$ cat config.mk
export PLATFORM = sky130hd
export DESIGN_NAME = indicator_decoder
export DESIGN_NICKNAME = d
export VERILOG_FILES = /design/src/rtl/indicator_decoder_pkg.sv /design/src/rtl/indicator_merge.sv /design/src/rtl/indicator_decoder.sv
export SDC_FILE = /design/constraint.sdc
export NUM_CORES = 1
export LEC_CHECK = 0
export BUFFER_PORTS_ARGS = -buffer_cell sky130_fd_sc_hd__buf_4
export CORE_MARGIN = 5
export CORE_UTILIZATION = 55
export CTS_CLUSTER_DIAMETER = 60
export DETAILED_ROUTE_END_ITERATION = 10
export GPL_TIMING_DRIVEN = 0
export PLACE_DENSITY = 0.91
export SYNTH_ARGS = -nofsm -noshare
export SYNTH_HDL_FRONTEND = slang
export SYNTH_HIERARCHICAL = 1
export SYNTH_SLANG_ARGS = --single-unit
$ cat constraint.sdc
create_clock -name Clk -period 2.4 [get_ports Clk]
set_input_delay 0 -clock Clk [delete_from_list [all_inputs] [get_ports Clk]]
set_output_delay 0 -clock Clk [all_outputs]
set_load 0.05 [all_outputs]
$ cat src/rtl/indicator_decoder_pkg.sv
// Shared constants, FSM encoding and output payload for the indicator read-back stage.
// DIVISOR must match the indicator writer stage that split the counters.
package indicator_decoder_pkg;

    localparam int unsigned NUM_COUNTER = 10;
    localparam int unsigned NUM_SLICE   = 3;
    localparam int unsigned TOTAL       = NUM_COUNTER * NUM_SLICE;
    localparam int unsigned DIVISOR     = 3;
    localparam int unsigned ADDR_W      = 10;
    localparam int unsigned CNT_W       = 32;
    localparam int unsigned UP_W        = CNT_W - DIVISOR;

    typedef enum logic [2:0] {
        ST_IDLE    = 3'd0,
        ST_FETCH   = 3'd1,
        ST_WAIT    = 3'd2,
        ST_COLLECT = 3'd3,
        ST_EMIT    = 3'd4,
        ST_FIN     = 3'd5
    } state_e;

    // Reconstructed counter as presented downstream.
    typedef struct packed {
        logic [ADDR_W-1:0] index;
        logic [CNT_W-1:0]  counter;
    } out_word_t;

    // Rebuild a full counter; non-overflowed slots have zero upper bits.
    function automatic logic [CNT_W-1:0] merge_counter(
        input logic               ovf,
        input logic [UP_W-1:0]    up,
        input logic [DIVISOR-1:0] low
    );
        return ovf ? {up, low} : {UP_W'(0), low};
    endfunction

endpackage

$ cat src/rtl/indicator_merge.sv
// One-entry holders for the layer-1 low word and the overflow-layer upper word,
// with registered pop strobes and the counter concatenation.
// Ports:
//   clk_i, rst_i       clock, synchronous active-high reset
//   arm_i              FSM will be in COLLECT next cycle
//   need_up_d_i/q_i    slot indicator (next / current value)
//   clr_i              drop both held words (slot consumed)
//   low_*_i/o, up_*_i/o  input stream handshakes
//   held_all_c_o       every word required by the slot is held (next-state view)
//   counter_c_o        merged counter built from the next-state holder contents
module indicator_merge
    import indicator_decoder_pkg::*;
(
    input  logic               clk_i,
    input  logic               rst_i,
    input  logic               arm_i,
    input  logic               need_up_d_i,
    input  logic               need_up_q_i,
    input  logic               clr_i,
    input  logic               low_valid_i,
    input  logic [DIVISOR-1:0] low_data_i,
    output logic               low_ready_o,
    input  logic               up_valid_i,
    input  logic [UP_W-1:0]    up_data_i,
    output logic               up_ready_o,
    output logic               held_all_c_o,
    output logic [CNT_W-1:0]   counter_c_o
);

    logic               low_vld_q, low_vld_d;
    logic [DIVISOR-1:0] low_q, low_d;
    logic               low_ready_q, low_ready_d;
    logic               up_vld_q, up_vld_d;
    logic [UP_W-1:0]    up_q, up_d;
    logic               up_ready_q, up_ready_d;

    // Capture on handshake; ready drops the cycle after the word is held.
    always_comb begin
        low_vld_d = low_vld_q;
        low_d     = low_q;
        up_vld_d  = up_vld_q;
        up_d      = up_q;
        if (clr_i) begin
            low_vld_d = 1'b0;
            up_vld_d  = 1'b0;
        end else begin
            if (low_valid_i && low_ready_q) begin
                low_vld_d = 1'b1;
                low_d     = low_data_i;
            end
            if (up_valid_i && up_ready_q) begin
                up_vld_d = 1'b1;
                up_d     = up_data_i;
            end
        end
        low_ready_d = arm_i && !low_vld_d;
        up_ready_d  = arm_i && need_up_d_i && !up_vld_d;
    end

    assign held_all_c_o = low_vld_d && (!need_up_q_i || up_vld_d);
    assign counter_c_o  = merge_counter(need_up_q_i, up_d, low_d);
    assign low_ready_o  = low_ready_q;
    assign up_ready_o   = up_ready_q;

    always_ff @(posedge clk_i) begin
        if (rst_i) begin
            low_vld_q   <= 1'b0;
            low_q       <= '0;
            low_ready_q <= 1'b0;
            up_vld_q    <= 1'b0;
            up_q        <= '0;
            up_ready_q  <= 1'b0;
        end else begin
            low_vld_q   <= low_vld_d;
            low_q       <= low_d;
            low_ready_q <= low_ready_d;
            up_vld_q    <= up_vld_d;
            up_q        <= up_d;
            up_ready_q  <= up_ready_d;
        end
    end

endmodule

$ cat src/rtl/indicator_decoder.sv
// Sweeps the indicator RAM over all TOTAL slots after a freeze and emits the
// reconstructed 32-bit counters in index order.
// Ports:
//   Clk, Reset                 clock, synchronous active-high reset
//   Start / Busy / Done        sweep control and status
//   Ind_Rd_En/Addr/Data        indicator RAM read port (1-cycle latency)
//   Low_Valid/Data/Ready       layer-1 low-bit stream
//   Up_Valid/Data/Ready        overflow-layer upper-bit stream
//   Out_Valid/Index/Counter/Ready  reconstructed counter stream
module indicator_decoder
    import indicator_decoder_pkg::*;
(
    input  logic               Clk,
    input  logic               Reset,
    input  logic               Start,
    output logic               Busy,
    output logic               Done,
    output logic               Ind_Rd_En,
    output logic [ADDR_W-1:0]  Ind_Rd_Addr,
    input  logic               Ind_Rd_Data,
    input  logic               Low_Valid,
    input  logic [DIVISOR-1:0] Low_Data,
    output logic               Low_Ready,
    input  logic               Up_Valid,
    input  logic [UP_W-1:0]    Up_Data,
    output logic               Up_Ready,
    output logic               Out_Valid,
    output logic [ADDR_W-1:0]  Out_Index,
    output logic [CNT_W-1:0]   Out_Counter,
    input  logic               Out_Ready
);

    state_e            state_q, state_d;
    logic [ADDR_W-1:0] idx_q, idx_d;
    logic              ind_q, ind_d;
    logic              busy_q, busy_d;
    logic              done_q, done_d;
    logic              rd_en_q, rd_en_d;
    logic [ADDR_W-1:0] rd_addr_q, rd_addr_d;
    logic              out_valid_q, out_valid_d;
    out_word_t         out_q, out_d;

    logic              clr_c;
    logic              arm_c;
    logic              held_all_c;
    logic [CNT_W-1:0]  counter_c;

    indicator_merge u_merge (
        .clk_i        (Clk),
        .rst_i        (Reset),
        .arm_i        (arm_c),
        .need_up_d_i  (ind_d),
        .need_up_q_i  (ind_q),
        .clr_i        (clr_c),
        .low_valid_i  (Low_Valid),
        .low_data_i   (Low_Data),
        .low_ready_o  (Low_Ready),
        .up_valid_i   (Up_Valid),
        .up_data_i    (Up_Data),
        .up_ready_o   (Up_Ready),
        .held_all_c_o (held_all_c),
        .counter_c_o  (counter_c)
    );

    // Next state plus next values of every registered output.
    always_comb begin
        state_d = state_q;
        idx_d   = idx_q;
        ind_d   = ind_q;
        out_d   = out_q;
        clr_c   = 1'b0;
        case (state_q)
            ST_IDLE: begin
                if (Start) begin
                    idx_d   = '0;
                    state_d = ST_FETCH;
                end
            end
            ST_FETCH: state_d = ST_WAIT;
            ST_WAIT: begin
                ind_d   = Ind_Rd_Data;
                state_d = ST_COLLECT;
            end
            ST_COLLECT: begin
                if (held_all_c) begin
                    out_d.index   = idx_q;
                    out_d.counter = counter_c;
                    state_d       = ST_EMIT;
                end
            end
            ST_EMIT: begin
                if (out_valid_q && Out_Ready) begin
                    clr_c = 1'b1;
                    if (idx_q == ADDR_W'(TOTAL - 1)) begin
                        state_d = ST_FIN;
                    end else begin
                        idx_d   = idx_q + ADDR_W'(1);
                        state_d = ST_FETCH;
                    end
                end
            end
            ST_FIN:  state_d = ST_IDLE;
            default: state_d = ST_IDLE;
        endcase

        arm_c       = (state_d == ST_COLLECT);
        busy_d      = (state_d == ST_FETCH) || (state_d == ST_WAIT) ||
                      (state_d == ST_COLLECT) || (state_d == ST_EMIT);
        done_d      = (state_d == ST_FIN);
        rd_en_d     = (state_d == ST_FETCH);
        rd_addr_d   = (state_d == ST_FETCH) ? idx_d : rd_addr_q;
        out_valid_d = (state_d == ST_EMIT);
    end

    always_ff @(posedge Clk) begin
        if (Reset) begin
            state_q     <= ST_IDLE;
            idx_q       <= '0;
            ind_q       <= 1'b0;
            busy_q      <= 1'b0;
            done_q      <= 1'b0;
            rd_en_q     <= 1'b0;
            rd_addr_q   <= '0;
            out_valid_q <= 1'b0;
            out_q       <= '0;
        end else begin
            state_q     <= state_d;
            idx_q       <= idx_d;
            ind_q       <= ind_d;
            busy_q      <= busy_d;
            done_q      <= done_d;
            rd_en_q     <= rd_en_d;
            rd_addr_q   <= rd_addr_d;
            out_valid_q <= out_valid_d;
            out_q       <= out_d;
        end
    end

    assign Busy        = busy_q;
    assign Done        = done_q;
    assign Ind_Rd_En   = rd_en_q;
    assign Ind_Rd_Addr = rd_addr_q;
    assign Out_Valid   = out_valid_q;
    assign Out_Index   = out_q.index;
    assign Out_Counter = out_q.counter;

endmodule
==> results.py <==
metrics = {
    "logic_synthesis": {
        "syn_inst": 599,
        "yosys_warnings": 6,
        "synth_most_common_cell": "nand2_1",
        "syn_area_um2": 4960,
        "synthTopCellsByCount": "163 x nand2_1, 106 x dfxtp_1, 65 x nand2b_1, 61 x mux2i_1, 54 x a21oi_1",
        "synth-edff-count": 0,
        "yosysUniqueCellTypes": 54,
        "synth_ff_type": "dfxtp_1",
        "synthTopCellsByArea": "dfxtp_1 43%, nand2_1 12%, mux2i_1 12%",
        "synth.top_cell.area_share_pct": 42.8,
        "synthesis.nets": 640,
        "postSynth.asyncResetShare_pct": 0,
        "syn_avg_cell_area_um2": 8.28,
        "yosys.area.top_type": "dfxtp_1",
        "yosysSeqAreaShare_pct": 42.8,
        "ys_seq_elements": 106,
    },
    "final_layout": {
        "diodes": 0,
        "regArea_um2": 2120,
        "fillers": 605,
        "syn_to_final_growth_pct": 29.0,
        "multi_input_comb_area_um2": 2620,
        "final_cell_area_um2": 6400,
        "drive_above_1_share_pct": 20.8,
        "final_nets": 783,
    },
    "setup_path": {
        "worstPathCellList": "buf_6 > or3b_4 > nor2_8 > and3b_1 > clkbuf_2 > buf_6 > buf_6 > mux2i_1 > nand2_1 > a21oi_1",
        "worstPathRequired_ns": 2.68,
        "startpoint_type": "flop",
        "worstRegToRegCells": 10,
        "critPathSlowestCell": "or3b_4",
        "cp_common_cell": "buf_6",
        "crit_family": "simple AND/OR/NAND/NOR gates",
        "end_kind": "flop",
        "crit_cells": 10,
        "critPathKind": "reg2reg",
        "r2r-start": "state_q[0]$_SDFF_PP0_",
        "path_buf_inv": 4,
        "crit_fanout": 10,
        "cp_slowest_stage_delay_ns": 0.44,
        "crit_start": "state_q[0]$_SDFF_PP0_",
        "arrival_ns": 2.56,
    },
    "timing": {
        "relSlewSlack_pct": 50.3,
        "timing.final.crit_period_ns": 2.27,
        "final-setup-viol-count": 0,
        "final_max_slew_viol_count": 0,
        "skew_ns": 0.0150,
        "worstMarginPinSlew_ns": 0.738,
        "fin_hold_ws_ns": 0.0629,
        "rsz0062_at_grt": "no",
        "fmax_mhz": 440,
        "timing.final.hold_violations": 0,
        "fin_crit_sh_pct": 94.7,
    },
    "power_and_ir_drop": {
        "p_per_area_nw_per_um2": 519,
        "peakVddDrop_v": 0.000339,
        "p_total_w": 0.00332,
        "leakage_nw": 2.39,
    },
    "floorplan": {
        "die_h_um": 105,
        "ios": 97,
        "row_count": 34,
        "start_util_pct": 56.6,
        "fp.coreArea_um2": 8760,
        "dieArea_um2": 11000,
        "fp.dieW_um": 105,
    },
    "global_route": {
        "grt_use_total_pct": 26.1,
        "grt_max_degree": 18,
        "grt_pass1_vias": 4874,
        "grt_antenna_before_repair": 0,
        "grt_overflow": 0,
        "grt_pass1_wl_mm": 23.9,
    },
    "status": {
        "outcome": "finished, final reports clean",
    },
    "min_path": {
        "min_from": "Reset",
        "holdPathStages": 4,
        "hold_class": "in2reg",
    },
    "route": {
        "drc_errors": 0,
        "ant_nets": 0,
        "route.detailed.wl_per_inst_um": 16.9,
        "drtPass1Iterations": 5,
        "drt_wl_total_mm": 14.4,
        "vias_per_cell": 5.53,
        "via_count": 4723,
        "drtIter0Drc": 261,
    },
    "clock_network": {
        "clkSlewWorstSetupHoldPaths_ns": 0.10,
        "clk_latency_ns": 0.37,
        "numCtsBuffers": 9,
        "htree_num_levels": 3,
        "cts-root-buf": "clkbuf_8",
        "clockBufferDepth": 2,
        "cts_sinks": 106,
        "cts_tree": "done",
    },
    "run": {
        "drv_cap": 0,
    },
    "placed_design": {
        "hpwl_mm": 9.76,
        "gp_congestion": 0.905,
        "post_dp_cell_area_um2": 5820,
        "numPortBuffers": 96,
    },
}
metal layers:
metal | GRT usage, % | part of all wire, % | vias up | wire [um]
met4 | 9.50 | 2.6 | 0 | 370
met3 | 6.47 | 7.9 | 38 | 1130
met2 | 46.0 | 50 | 201 | 7170
met5 | 0 | 0 | - | 0
met1 | 30.6 | 40 | 2217 | 5720
li1 | - | - | 2267 | -
sequential cells by signal (all words and copies together) (netlist names), 3 cells and up:
signal and count:
u_merge/up_q 29, u_merge/low_q 3, Ind_Rd_Addr 10, state_q 3, idx_q 10, Out_Index 10
Out_Counter 32
cells in the final DEF (no fill, tap or decap), types with 8 or more instances in the layout:
| cell type | synthesis | layout |
|---|---|---|
| a21oi_1 | 54 | 54 |
| buf_4 | 1 | 99 |
| clkbuf_1 | 31 | 22 |
| clkbuf_2 | 2 | 8 |
| clkbuf_8 | 0 | 9 |
| dfxtp_1 | 106 | 105 |
| dlygate4sd3_1 | 0 | 35 |
| inv_1 | 8 | 8 |
| mux2i_1 | 61 | 61 |
| nand2_1 | 163 | 163 |
| nand2b_1 | 65 | 65 |
| nor2_1 | 26 | 25 |
area by class of cell:
class	count	area share, %
buffer	43	3.44
clock buffer	10	1.99
clock inverter	5	0.978
inverter	8	0.469
multi-input combinational	441	40.9
sequential	106	33.2
tap	108	2.11
timing repair buffer	133	17.0
what timing repair did:
| item | in CTS | in global routing |
|---|---|---|
| buffers inserted | 0 | 2 |
| pin swaps | 0 | 1 |
| resized for setup | 8 | 13 |
| hold endpoints to repair | 42 | 0 |
| cloned | 0 | 0 |
| setup endpoints to repair | 42 | 41 |
| hold buffers | 35 | 0 |
cell families (layout without fill, tap and decap cells):
logic type | count (synthesis) | count (layout) | synth area share [%]
AND/OR/NAND/NOR | 284 | 284 | 27.2
flip-flops | 106 | 106 | 42.8
AO/OA/AOI/OAI | 86 | 86 | 10.7
multiplexers | 67 | 67 | 13.7
buffers and inverters | 52 | 199 | 4.79
adder cells (fa/ha/maj) | 2 | 2 | 0.504
XOR/XNOR | 2 | 2 | 0.353
report_power, final:
part	total, W	switching (W)	leakage (nW)	internal, W
clock network	0.00110	0.000617	0.0894	0.000486
registers	0.00179	0.0000119	0.856	0.00178
logic	0.000423	0.000243	1.45	0.000179
path summary, 6_finish.rpt:
path	end	slack, ns
worst min register to register	Out_Counter[10]$_SDFFE_PP0P_	0.46
worst max register to register	Out_Counter[18]$_SDFFE_PP0P_	0.13
worst min-delay path	Ind_Rd_Addr[9]$_SDFFE_PP0P_	0.06
worst max-delay path	Out_Counter[18]$_SDFFE_PP0P_	0.13
worst min-delay path: cells and delay by family:
family	cells	cell delay (ns)
buffers and inverters	2	0.24
AND/OR/NAND/NOR	1	0.09
AO/OA/AOI/OAI	1	0.05
through the flow:
stage               setup WS [ns]  std cells  util (%)  TNS, ns
floorplan                   0.173        599         -        0
global placement           -0.150        803      66.4    -3.95
detailed placement         -0.196        803      66.4    -5.90
CTS                        0.0101        853      72.7        0
global route              0.00204        854      73.0        0
finish                      0.126        854      73.0        0
Power figures use the tool's default switching activity.
